<file path="src/rtl/johnson_seq_ctrl_if.sv">
// Command and status bundle for the Johnson-counter run controller.
// The master side issues run commands; the slave side owns the counter and reports status.
interface johnson_seq_ctrl_if #(
   parameter int N     = 4,
   parameter int CNT_W = 8
);
   localparam int PW = $clog2(2 * N);

   logic             start;
   logic             stop;
   logic             step;
   logic             load;
   logic [N-1:0]     load_val;
   logic [CNT_W-1:0] num_laps;
   logic [N-1:0]     Q;
   logic [PW-1:0]    phase_idx;
   logic [2*N-1:0]   phase_oh;
   logic [CNT_W-1:0] laps;
   logic             busy;
   logic             done;
   logic             err;

   modport master (
      output start, stop, step, load, load_val, num_laps,
      input  Q, phase_idx, phase_oh, laps, busy, done, err
   );

   modport slave (
      input  start, stop, step, load, load_val, num_laps,
      output Q, phase_idx, phase_oh, laps, busy, done, err
   );
endinterface

</file>
<file path="src/rtl/johnson_seq_ctrl.sv">
// Run controller for an internal N-bit Johnson counter: lap-counted runs with pause,
// single-step, abort and preload, plus phase index / one-hot phase decode.
module johnson_seq_ctrl #(
   parameter int N     = 4,
   parameter int CNT_W = 8
) (
   input logic               CLK1,
   input logic               reset,
   johnson_seq_ctrl_if.slave bus
);
   localparam int PW = $clog2(2 * N);
   localparam logic [N-1:0] LAP_LAST = {1'b1, {(N-1){1'b0}}};

   typedef enum logic [1:0] {
      ST_IDLE  = 2'd0,
      ST_RUN   = 2'd1,
      ST_PAUSE = 2'd2
   } state_t;

   state_t           state_q, state_d;
   logic [N-1:0]     cnt_q, cnt_d;
   logic [CNT_W-1:0] laps_q, laps_d;
   logic [CNT_W-1:0] target_q, target_d;
   logic             busy_q, busy_d;
   logic             done_q, done_d;
   logic             err_q, err_d;
   logic             adv_w;
   logic [CNT_W-1:0] laps_inc_w;
   logic [PW-1:0]    phase_idx_w;
   logic [2*N-1:0]   phase_oh_w;

   // A code is a legal Johnson state when adjacent bits differ at most once.
   function automatic logic is_johnson(input logic [N-1:0] q);
      int edges;
      edges = 0;
      for (int i = 0; i < N - 1; i++) begin
         if (q[i] != q[i+1]) begin
            edges = edges + 1;
         end else begin
            edges = edges + 0;
         end
      end
      return (edges <= 1);
   endfunction

   function automatic logic [PW-1:0] phase_of(input logic [N-1:0] q);
      int ones;
      ones = 0;
      for (int i = 0; i < N; i++) begin
         ones = ones + int'(q[i]);
      end
      if (q[N-1]) begin
         return PW'(2 * N - ones);
      end else begin
         return PW'(ones);
      end
   endfunction

   assign laps_inc_w = laps_q + CNT_W'(1'b1);

   // Command decode, counter advance and lap/completion bookkeeping.
   always_comb begin
      state_d  = state_q;
      cnt_d    = cnt_q;
      laps_d   = laps_q;
      target_d = target_q;
      busy_d   = busy_q;
      done_d   = 1'b0;
      err_d    = 1'b0;
      adv_w    = 1'b0;

      case (state_q)
         ST_IDLE: begin
            if (bus.start) begin
               target_d = bus.num_laps;
               laps_d   = '0;
               busy_d   = 1'b1;
               state_d  = ST_RUN;
            end else if (bus.load) begin
               if (is_johnson(bus.load_val)) begin
                  cnt_d = bus.load_val;
               end else begin
                  cnt_d = '0;
                  err_d = 1'b1;
               end
            end else begin
               state_d = ST_IDLE;
            end
         end
         ST_RUN: begin
            if (bus.stop) begin
               state_d = ST_PAUSE;
            end else begin
               adv_w = 1'b1;
            end
         end
         ST_PAUSE: begin
            if (bus.stop) begin
               state_d = ST_IDLE;
               cnt_d   = '0;
               laps_d  = '0;
               busy_d  = 1'b0;
            end else if (bus.start) begin
               state_d = ST_RUN;
            end else if (bus.step) begin
               adv_w = 1'b1;
            end else begin
               state_d = ST_PAUSE;
            end
         end
         default: begin
            state_d = ST_IDLE;
            cnt_d   = '0;
            laps_d  = '0;
            busy_d  = 1'b0;
         end
      endcase

      // Leaving the last state of a lap wraps Q to zero and closes the lap.
      if (adv_w) begin
         cnt_d = {cnt_q[N-2:0], ~cnt_q[N-1]};
         if (cnt_q == LAP_LAST) begin
            if ((target_q != '0) && (laps_inc_w == target_q)) begin
               laps_d  = target_q;
               state_d = ST_IDLE;
               busy_d  = 1'b0;
               done_d  = 1'b1;
            end else begin
               laps_d = laps_inc_w;
            end
         end else begin
            laps_d = laps_q;
         end
      end else begin
         cnt_d = cnt_d;
      end
   end

   // State and status registers with synchronous reset.
   always_ff @(posedge CLK1) begin
      if (reset) begin
         state_q  <= ST_IDLE;
         cnt_q    <= '0;
         laps_q   <= '0;
         target_q <= '0;
         busy_q   <= 1'b0;
         done_q   <= 1'b0;
         err_q    <= 1'b0;
      end else begin
         state_q  <= state_d;
         cnt_q    <= cnt_d;
         laps_q   <= laps_d;
         target_q <= target_d;
         busy_q   <= busy_d;
         done_q   <= done_d;
         err_q    <= err_d;
      end
   end

   // Phase decode straight from the counter register.
   always_comb begin
      phase_idx_w             = phase_of(cnt_q);
      phase_oh_w              = '0;
      phase_oh_w[phase_idx_w] = 1'b1;
   end

   assign bus.Q         = cnt_q;
   assign bus.phase_idx = phase_idx_w;
   assign bus.phase_oh  = phase_oh_w;
   assign bus.laps      = laps_q;
   assign bus.busy      = busy_q;
   assign bus.done      = done_q;
   assign bus.err       = err_q;
endmodule

</file>
<file path="src/flat_wrapper.sv">
// flat-port wrapper written by rule: the top's interface ports become plain ports
module johnson_seq_ctrl_flat 
#(
   parameter int N     = 4,
   parameter int CNT_W = 8
)
  (CLK1, reset, bus_start, bus_stop, bus_step, bus_load, bus_load_val, bus_num_laps, bus_Q, bus_phase_idx, bus_phase_oh, bus_laps, bus_busy, bus_done, bus_err);
  johnson_seq_ctrl_if #(.N(N), .CNT_W(CNT_W)) bus_i ();
  input logic CLK1;
  input logic reset;
  input wire logic [$bits(bus_i.start)-1:0] bus_start;
  input wire logic [$bits(bus_i.stop)-1:0] bus_stop;
  input wire logic [$bits(bus_i.step)-1:0] bus_step;
  input wire logic [$bits(bus_i.load)-1:0] bus_load;
  input wire logic [$bits(bus_i.load_val)-1:0] bus_load_val;
  input wire logic [$bits(bus_i.num_laps)-1:0] bus_num_laps;
  output wire logic [$bits(bus_i.Q)-1:0] bus_Q;
  output wire logic [$bits(bus_i.phase_idx)-1:0] bus_phase_idx;
  output wire logic [$bits(bus_i.phase_oh)-1:0] bus_phase_oh;
  output wire logic [$bits(bus_i.laps)-1:0] bus_laps;
  output wire logic [$bits(bus_i.busy)-1:0] bus_busy;
  output wire logic [$bits(bus_i.done)-1:0] bus_done;
  output wire logic [$bits(bus_i.err)-1:0] bus_err;
  assign bus_i.start = bus_start;
  assign bus_i.stop = bus_stop;
  assign bus_i.step = bus_step;
  assign bus_i.load = bus_load;
  assign bus_i.load_val = bus_load_val;
  assign bus_i.num_laps = bus_num_laps;
  assign bus_Q = bus_i.Q;
  assign bus_phase_idx = bus_i.phase_idx;
  assign bus_phase_oh = bus_i.phase_oh;
  assign bus_laps = bus_i.laps;
  assign bus_busy = bus_i.busy;
  assign bus_done = bus_i.done;
  assign bus_err = bus_i.err;
  johnson_seq_ctrl #(.N(N), .CNT_W(CNT_W)) u_core (.CLK1(CLK1), .reset(reset), .bus(bus_i));
endmodule
</file>
<file path="config.mk">
export PLATFORM = sky130hd
export DESIGN_NAME = johnson_seq_ctrl_flat
export DESIGN_NICKNAME = d
export VERILOG_FILES = /design/src/rtl/johnson_seq_ctrl_if.sv /design/src/rtl/johnson_seq_ctrl.sv /design/src/flat_wrapper.sv
export SDC_FILE = /design/constraint.sdc
export NUM_CORES = 1
export LEC_CHECK = 0
export ABC_AREA = 1
export CORE_ASPECT_RATIO = 1.1
export CORE_UTILIZATION = 42
export CTS_CLUSTER_DIAMETER = 150
export DETAILED_ROUTE_END_ITERATION = 16
export GPL_TIMING_DRIVEN = 0
export PLACE_DENSITY_LB_ADDON = 0.15
export SLEW_MARGIN = 20
export SYNTH_ARGS = -nofsm -noshare
export SYNTH_HDL_FRONTEND = slang
export SYNTH_SLANG_ARGS = --single-unit
</file>
<file path="constraint.sdc">
create_clock -name CLK1 -period 2.7 [get_ports CLK1]
set_input_delay 0.27 -clock CLK1 [delete_from_list [all_inputs] [get_ports CLK1]]
set_output_delay 0.27 -clock CLK1 [all_outputs]
set_load 0.05 [all_outputs]
</file>
==> metrics.md <==
| Metric | Value |
|---|---|
| Area grow syn2layout | 47.5% |
| Crit path kind | reg -> out |
| Final worst slack | -0.125 ns |
| Initial antenna violation count | 0 |
| Via/cell ratio | 4.98 |
| WP data required | 2.43 ns |
| Post-layout util | 65.1% |
| Fin crit period | 2.83 ns |
| DRC Markers | 0 |
| Die area | 0.00443 sq mm |
| Avg Inst Size Synth | 6.65 sq um |
| Area occupied by multi-input gates | 0.00124 sq mm |
| Number of flops mapped to enable cells by yosys | 0 |
| Largest stage delay on the critical path | 0.41 ns |
| Routed Antenna Nets | 0 |
| N_diodes | 0 |
| Synth Area in Compound Gates | 13.2% |
| Critical path, cell by cell | inv_4, ha_4, inv_2, fa_2, inv_2, ha_4, inv_4, ha_4, or3_4, nand2_8, nand2_4, nor2_4, buf_6 |
| Worst skew pair latency | 0.28 ns |
| Clock sinks | 25 |
| GPL Wtd Cong | around 0.87 |
| Root Driver | clkbuf_8 |
| CP bufs+invs | 5 |
| H-tree levels | 1 |
| Register area | 510 sq um |
| Skew final | about 0.0039 ns |
| Placed Cells | 358 |
| Critical path arrival | ~2.6 ns |
| Ranking of synthesized cells by area | dfxtp_1 29%, nand2_1 12%, inv_1 8.8% |
| GRT Util Overall | 21.1% |
| Status | complete, but fails checks |
| Worst path most repeated cell | ha_4 |
| Finished Layout Cells | 372 |
| Worst Setup End Kind | output port |
| Row cnt | 24 |
| Final hold violations | 0 |
| Transition time of the tightest slew-check pin | 0.566 ns |
| 1st-iter DRT viols | 89 |
| Count of final setup violators | 9 |
| Final period util | 105% |
| Number of global-route vias before repair | approximately 1800 |
| Drt total wl | approximately 4200 microns |
| Rel. slew slack | 62.2% |
| Post-Synth XOR/XNOR Area | between 2 and 2.5% |
| Die height | 69.7 microns |
| Share of the synthesized area in the top cell type | 28.6% |
| DR pass1 iterations | 4 |
| Distinct cells, synth | 34 |
| Fill cells | between 300 and 400 |
| Pin count of the biggest net entering global routing | 15 |
| Yosys warnings | 0 |
| CP startpoint kind | flop |
| Max-cap violations | 0 |
| Pleak | 1.06 nW |
| Hold Buf Count CTS | 0 |
| Dominant synthesized flop cell | dfxtp_1 |
| Synth area leader | dfxtp_1 |
| Fmax achieved | 354 MHz |
| Crit-path slowest cell | or3_4 |
| First-pass GRT wire length | roughly 7600 microns |
| Failing checks | setup timing |
| Synth Area in Adders | 9.01% |
| Mux share of post-synthesis cell area | 0% |
| Peak supply drop | 0.200 mV |
| Async set-reset flop share out of synthesis | 0% |
| Crit-path leading delay family | adder cells |
| Top cells by count, synth | 54 x nand2_1, 41 x inv_1, 34 x nor2_1, 26 x nand3_1, 25 x dfxtp_1 |
| Final Max Tran Viols | 0 |
| Initial Util | 44.1% |
| Wire length per cell | 11.4 microns |
| Largest family of logic cells by synthesized area | simple AND/OR/NAND/NOR gates |
| Overflow after GRT | 0 |
| Layout cells sized above 1 | 23.1% |
| Final HPWL DP | 3190 microns |
| Simple-gate area share of the yosys netlist | 36.8% |
| I/O pin count | 44 |
| Final net count | 351 |
| DR vias | around 1900 |
| Worst Hold Class | reg -> reg |
| Final Power | 1.00 mW |
| Worst-path clk slew | 0.09 ns |
| Die Span X | approximately 64 microns |
| Synthesis-stage register bit count | 25 |
| RSZ-0062 raised after global routing | true |
| Post-Synthesis Cell Area | 0.00175 sq mm |
| Port bufs | 43 |
| Syn Nets | about 290 |
| Critical path fanouts, max | 4 |
| Synth Instances | 263 |
| Core area | 0.00396 sq mm |
| TritonCTS clock tree | built |
| Clk buf depth | 2 |
| Pwr dens | ~400 mW/mm^2 |
| Seq/Total Area, Yosys | 28.6% |
| TritonCTS buffer count | 3 |
| Most frequent cell after synthesis | nand2_1 |
## flip-flops by register name, summed over array words and instances (netlist names)
name / count
u_core.target_q: 8
u_core.bus.busy: 1
u_core.state_q: 2
u_core.bus.Q: 4
u_core.bus.done: 1
u_core.bus.laps: 8
u_core.bus.err: 1
## worst paths after layout
check / slack [ns] / depth (start not counted) / end / start
hold reg to reg: 0.51 / 2 / u_core.target_q[1]$_SDFFE_PP0P_ / u_core.target_q[1]$_SDFFE_PP0P_
setup reg to reg: 0.93 / 12 / u_core.bus.laps[1]$_SDFFE_PP0P_ / u_core.state_q[0]$_SDFF_PP0_
hold / removal: 0.51 / 2 / u_core.target_q[1]$_SDFFE_PP0P_ / u_core.target_q[1]$_SDFFE_PP0P_
setup / recovery: -0.13 / 13 / bus_phase_oh[6] / u_core.bus.Q[0]$_SDFFE_PP0P_
## report_power, final
group / switching, mW / internal (mW) / total [mW]
Sequential: 0.0135 / 0.386 / 0.400
Clock: 0.128 / 0.104 / 0.232
Combinational: 0.230 / 0.141 / 0.371
Total: 0.372 / 0.631 / 1.00
## routing by layer
metal | global-route usage [%] | vias up | part of all wire (%)
li1 | - | 967 | -
met3 | 2.30 | 7 | 3.2
met5 | 0 | - | 0
met2 | 35.7 | 41 | 48
met1 | 26.7 | 838 | 47
met4 | 8.84 | 0 | 1.7
## worst reg2reg max path, delay by kind of cell, from the launching register on
| family | cells | cell delay [ns] |
|---|---|---|
| AOI/OAI and AO/OA | 2 | 0.18 |
| adders and majority gates | 1 | 0.20 |
| buffers and inverters | 1 | 0.09 |
| DFF | 1 | 0.41 |
| and+or+nand+nor | 8 | 0.75 |
## per-stage QoR
stage               setup WS [ns]  area [sq um]  hold WS [ns]  TNS, ns
floorplan                 -0.0678          1910         0.345   -0.464
global placement           -0.511          2410         0.495    -4.53
detailed placement         -0.541          2410         0.491    -4.69
CTS                        -0.145          2520         0.506    -1.04
global route               -0.202          2580         0.532    -1.41
finish                     -0.125          2580         0.506   -0.728
## cells by family after synthesis
family | after synthesis
fa+ha+maj | 12
simple gates | 137
compound gates | 39
buf+inv | 46
flops | 25
xor+xnor | 4
## timing repair
action / in CTS / in global routing
hold endpoints to repair: 0 / 0
buffers inserted: 6 / 4
gates resized for setup: 73 / 7
endpoints found under the setup margin: 11 / 11
pin swaps: 8 / 7
## final cells by class
| type | instances | area share (%) |
|---|---|---|
| Inverter | 42 | 6.60 |
| Timing Repair Buffer | 53 | 20.2 |
| Tap cell | 52 | 2.52 |
| Multi-Input combinational cell | 192 | 48.2 |
| Sequential cell | 25 | 19.8 |
| Clock inverter | 1 | 0.194 |
| Clock buffer | 3 | 1.60 |
| Buffer | 4 | 0.873 |
## layout by cell type, fill, tap and decap left out, types with 4 or more instances in the layout
cell type / count
nand2_1: 49
inv_1: 34
clkdlybuf4s50_1: 32
nand3_1: 26
nor2_1: 26
dfxtp_1: 21
a21oi_1: 18
buf_4: 10
nor2_4: 9
ha_1: 8
buf_6: 7
a211oi_1: 6
nand2_4: 5
nand2_2: 5
inv_2: 4
o22ai_1: 4
nand4_1: 4
No activity file was read; power rests on OpenSTA's default activity.
